[config.mk]
export PLATFORM = sky130hd
export DESIGN_NAME = tcb_dec
export DESIGN_NICKNAME = d
export VERILOG_FILES = /design/src/rtl/tcb_pkg.sv /design/src/rtl/tcb_dec_pipe.sv /design/src/rtl/tcb_dec.sv
export SDC_FILE = /design/constraint.sdc
export NUM_CORES = 1
export LEC_CHECK = 0
export ABC_AREA = 0
export CELL_PAD_IN_SITES_DETAIL_PLACEMENT = 1
export CELL_PAD_IN_SITES_GLOBAL_PLACEMENT = 2
export CORE_MARGIN = 3
export CORE_UTILIZATION = 10
export DETAILED_ROUTE_END_ITERATION = 8
export GPL_TIMING_DRIVEN = 0
export PLACE_DENSITY = 0.95
export SLEW_MARGIN = 40
export SYNTH_ARGS = -nofsm -noshare
export SYNTH_HDL_FRONTEND = slang
export SYNTH_SLANG_ARGS = --single-unit
[constraint.sdc]
create_clock -name clk -period 2 [get_ports clk]
set_input_delay 0.2 -clock clk [delete_from_list [all_inputs] [get_ports clk]]
set_output_delay 0.2 -clock clk [all_outputs]
set_load 0.02 [all_outputs]
[src/rtl/tcb_pkg.sv]
// Shared TCB definitions: select-width helper and the response-pipeline entry.
package tcb_pkg;

    // Widest select field any decoder needs (up to 16 downstream ports)
    localparam int SEL_MAX_W = 4;

    // Bits needed to index bn ports; never narrower than one bit
    function automatic int tcb_sel_w(input int bn);
        return (bn <= 2) ? 1 : $clog2(bn);
    endfunction

    // One response slot: read pending, error pending, and the port it came from
    typedef struct packed {
        logic                 vld;
        logic                 err;
        logic [SEL_MAX_W-1:0] sel;
    } tcb_ent_t;

endpackage

[src/rtl/tcb_dec_pipe.sv]
// Fixed-length delay line for response-routing entries.
// Entry DLY-1 is the one whose read data is on the downstream bus this cycle.
module tcb_dec_pipe #(
    parameter int  DLY   = 1,
    parameter type ENT_T = logic
) (
    input  logic clk,
    input  logic rst,
    input  ENT_T din,
    output ENT_T dout
);

    ENT_T ent_p [DLY];

    // Shift one entry per cycle; reset drops every in-flight response
    always_ff @(posedge clk) begin
        if (rst) begin
            for (int i = 0; i < DLY; i++) begin
                ent_p[i] <= '0;
            end
        end else begin
            ent_p[0] <= din;
            for (int i = 1; i < DLY; i++) begin
                ent_p[i] <= ent_p[i-1];
            end
        end
    end

    assign dout = ent_p[DLY-1];

endmodule

[src/rtl/tcb_dec.sv]
// TCB address decoder: one upstream port fanned out to BN downstream ports.
// Requests route combinationally; read data returns DLY cycles after the
// handshake and is steered by an entry that travelled the delay line.
// Optional feature macro TCB_DEC_ERR_EN: unmatched requests are acknowledged
// locally and answered with s_err; otherwise they fall through to port BN-1.
module tcb_dec
    import tcb_pkg::*;
#(
    parameter int                   AW  = 32,
    parameter int                   DW  = 32,
    parameter int                   SW  = DW/8,
    parameter int                   BN  = 2,
    parameter int                   DLY = 1,
    parameter logic [BN-1:0][AW-1:0] DAM = '1,
    parameter logic [BN-1:0][AW-1:0] DAD = '0
) (
    input  logic                   clk,
    input  logic                   rst,
`ifdef TCB_DEC_ERR_EN
    output logic                   s_err,
`endif
    input  logic                   s_vld,
    input  logic                   s_wen,
    input  logic [AW-1:0]          s_adr,
    input  logic [SW-1:0]          s_ben,
    input  logic [DW-1:0]          s_wdt,
    output logic [DW-1:0]          s_rdt,
    output logic                   s_rdy,
    output logic [BN-1:0]          m_vld,
    output logic [BN-1:0]          m_wen,
    output logic [BN-1:0][AW-1:0]  m_adr,
    output logic [BN-1:0][SW-1:0]  m_ben,
    output logic [BN-1:0][DW-1:0]  m_wdt,
    input  logic [BN-1:0][DW-1:0]  m_rdt,
    input  logic [BN-1:0]          m_rdy
);

    localparam int SEL_W = tcb_sel_w(BN);

    logic             hit;
    logic [SEL_W-1:0] sel;
    logic             xfer;
    tcb_ent_t         ent_p0;
    tcb_ent_t         ent_pd;

    // Address match: scan from the top so the lowest matching port wins
    always_comb begin
        hit = 1'b0;
        sel = '0;
        for (int i = BN-1; i >= 0; i--) begin
            if ((s_adr & DAM[i]) == DAD[i]) begin
                hit = 1'b1;
                sel = SEL_W'(i);
            end
        end
`ifndef TCB_DEC_ERR_EN
        if (!hit) sel = SEL_W'(BN-1);
`endif
    end

    // Request path: only the selected port sees s_vld, and its ready comes back
    always_comb begin
        m_vld = '0;
        s_rdy = 1'b0;
        for (int i = 0; i < BN; i++) begin
            if (sel == SEL_W'(i)) begin
                m_vld[i] = s_vld;
                s_rdy    = m_rdy[i];
            end
        end
`ifdef TCB_DEC_ERR_EN
        if (!hit) begin
            m_vld = '0;
            s_rdy = 1'b1;
        end
`endif
    end

    // Request payload is shared by all ports; m_vld alone qualifies it
    assign m_wen = {BN{s_wen}};
    assign m_adr = {BN{s_adr}};
    assign m_ben = {BN{s_ben}};
    assign m_wdt = {BN{s_wdt}};

    assign xfer = s_vld & s_rdy;

    // Build this cycle's response entry; idle cycles push an empty slot
    always_comb begin
        ent_p0     = '0;
        ent_p0.sel = SEL_MAX_W'(sel);
`ifdef TCB_DEC_ERR_EN
        ent_p0.vld = xfer & ~s_wen & hit;
        ent_p0.err = xfer & ~hit;
`else
        ent_p0.vld = xfer & ~s_wen;
        ent_p0.err = 1'b0;
`endif
    end

    // ---- stage boundary: request cycle -> response cycle (DLY later) ----
    tcb_dec_pipe #(
        .DLY   (DLY),
        .ENT_T (tcb_ent_t)
    ) u_pipe (
        .clk  (clk),
        .rst  (rst),
        .din  (ent_p0),
        .dout (ent_pd)
    );

    // Response mux: steer the port named by the matured entry, quiet in reset
    always_comb begin
        s_rdt = '0;
        if (ent_pd.vld & ~ent_pd.err & ~rst) begin
            for (int i = 0; i < BN; i++) begin
                if (ent_pd.sel == SEL_MAX_W'(i)) s_rdt = m_rdt[i];
            end
        end
    end

`ifdef TCB_DEC_ERR_EN
    assign s_err = ent_pd.err & ~rst;
`endif

endmodule

==> key figures <==
Outcome
  – Outcome: finished clean

Pwr
  – Cell Pwr Density: 279 mW/mm^2
  – Max VDD drop: 0.322 mV
  – Power, Total: 1350 uW
  – Leak: 0.00242 uW

Final layout
  – Most common cell after layout, fill and taps aside: clkdlybuf4s50_1
  – Final core occ: 29.9%
  – Area growth syn-to-layout: 189%
  – Antenna cells: 0
  – # nets final: 652
  – Post-route cell area: 0.00484 sq mm
  – Biggest register: u_pipe.ent_p
  – Most frequent cells in the layout: 208 x clkdlybuf4s50_1, 142 x buf_4, 41 x dlygate4sd2_1, 33 x mux2i_1, 33 x nor2_1
  – Biggest regs: u_pipe.ent_p (2)
  – Share of cells above drive strength 1: 32.8%
  – Number of flip-flops in the largest register: 2

Logic synthesis
  – Synthesis-stage register bit count: 2
  – Syn Area/Cell: 7.26 sq um
  – Yosys warns: 0
  – Mapped Cells: 231
  – Sequential share of the synthesized area: 2.39%
  – Area share of the largest cell type after synthesis: 61.8%
  – Post-synthesis cell type count: 15
  – Post-synth top area cell: buf_4
  – Post-synthesis net count: 369
  – Dominant cells by area after synthesis: buf_4 62%, mux2i_1 20%, nor2_1 7.4%
  – Netlist Area Pre-Place: 0.00168 sq mm

Timing
  – Fmax: 524 MHz
  – Setup_tns: 0 ns
  – Final Cycle Share: 95.4%
  – RSZ-0062 raised after global routing: no
  – Final hold slack: 0.584 ns
  – Final Hold Viols: 0
  – Fin. max-slew vios: 0
  – Least-Margin Pin Slew: 0.458 ns
  – Normalized max-slew margin: 69.4%
  – Setup violators final: 0
  – Min Tclk post-route: 1.91 ns

Critical path
  – Worst-path maximum fanout: 3
  – Arr. time, crit path: 1.71 ns
  – Slowest Stage Delay on Critical Path: 0.30 ns
  – Crit Path Category: in -> out
  – Number of buffers and inverters on the critical path: 3
  – Nature of the critical path endpoint: output port
  – CP Capture Point: s_rdy
  – CP max stage cell: nor4_2
  – CP cell instances: dlygate4sd2_1, nor4_2, nand4_1, nor2_4, buf_12, mux2_4, buf_4
  – Worst endpoint required time: 1.80 ns
  – Crit start category: input pin
  – Critical path origin: s_adr[24]
  – Kind of cell adding the most delay to the critical path: simple AND/OR/NAND/NOR gates
  – WP depth: 7

Routing
  – Avg Vias per Cell: 3.27
  – DRC violations left: 0
  – Detail Route Antenna Nets: 0
  – Initial detailed-routing violation count: 19
  – Vias: 2377
  – Total length of routed wires: 10.4 mm
  – DR WL/cell: 14.3 um
  – DR pass1 iterations: 4

Clock tree
  – Htree depth: 1
  – CTS Buffer Depth: 2
  – Hold Buf Count CTS: 0
  – Total CTS buffers: 3
  – Clock root cell: clkbuf_16
  – CTS tree: done
  – Clk pin slew, worst setup/hold paths: 0.03 ns
  – TritonCTS Sinks: 2

Floorplanning
  – Row Count: 46
  – Core footprint: 0.0162 sq mm
  – Die width: 135 um
  – Die Ht: 135 um
  – Die ar.: 0.0184 sq mm
  – Starting Density: 10.4%
  – I/O pins: 311

Global route
  – First-pass GRT wire length: 14.6 mm
  – GRT Overall Usage: 10.1%
  – Grt total ovfl: 0
  – Number of global-route vias before repair: 2571
  – Initial antenna violation count: 0
  – Largest net degree at the start of global routing: 11

Min path
  – Hold Crit Class: in -> reg

Placement
  – Port bufs: 274
  – Post-DP Area: 0.00469 sq mm
  – GP Congestion: 0.724
  – Hpwl dp: 9.66 mm

Job
  – Max-cap violations: 0
==> layer usage <==
layer	share of wire (%)	GRT usage [%]	up-vias	wire, um
li1	-	-	1169	-
met1	37	11.4	1097	3860
met2	56	19.8	107	5810
met3	6.4	2.30	4	661
met4	0.53	1.01	0	55
met5	0	0	-	0
==> logic make-up after synthesis <==
family	count (synthesis)	synth area share, %
buffers and inverters	145	63.7
AND/OR/NAND/NOR	50	13.6
flip-flops	2	2.39
multiplexers	34	20.4
==> stage by stage <==
step	setup WS (ns)	std cells
floorplan	0.600	231
global placement	-0.771	721
detailed placement	-0.780	721
CTS	-0.114	726
global route	0.000809	728
finish	0.0927	728
==> cells in the mapped netlist <==
cell type / n
nand4_1: 2
nand2_1: 2
mux2i_1: 33
buf_4: 138
buf_1: 3
nand2b_1: 1
nor3b_1: 1
dfxtp_1: 2
nor4_1: 8
and2b_1: 1
nor2_1: 33
mux2_1: 1
buf_2: 4
and2_1: 1
nor2_2: 1
==> layout make-up <==
class / count / area (sq um)
well taps: 216 / 270
clock buffers: 3 / 75.1
plain buffers: 145 / 1070
fillers: 1911 / 11300
multi-input cells: 84 / 633
repair buffers: 278 / 2750
flip-flops and latches: 2 / 40.0
==> report_power, final <==
part           internal [uW]  switching (uW)
Clock                    254            43.1
Sequential              41.9           0.430
Combinational            609             402
==> what timing repair did <==
action	in CTS	in global routing
gates resized for setup	69	29
endpoints found under the setup margin	35	4
setup buffers	2	2
pin swaps	11	10
==> worst min path at each step <==
stage	endpoint	cells past startpoint	from	slack (ns)
after floorplan	u_pipe.ent_p[0][0]$_SDFF_PP0_	1	rst	0.27
after global placement	u_pipe.ent_p[0][1]$_SDFF_PP0_	3	m_rdy[1]	0.79
after detailed placement	u_pipe.ent_p[0][1]$_SDFF_PP0_	3	m_rdy[1]	0.80
after CTS	u_pipe.ent_p[0][1]$_SDFF_PP0_	3	m_rdy[1]	0.58
after global routing	u_pipe.ent_p[0][1]$_SDFF_PP0_	3	m_rdy[1]	0.61
final	u_pipe.ent_p[0][1]$_SDFF_PP0_	3	m_rdy[1]	0.58
Note: power is estimated with default switching activity, not from simulation.
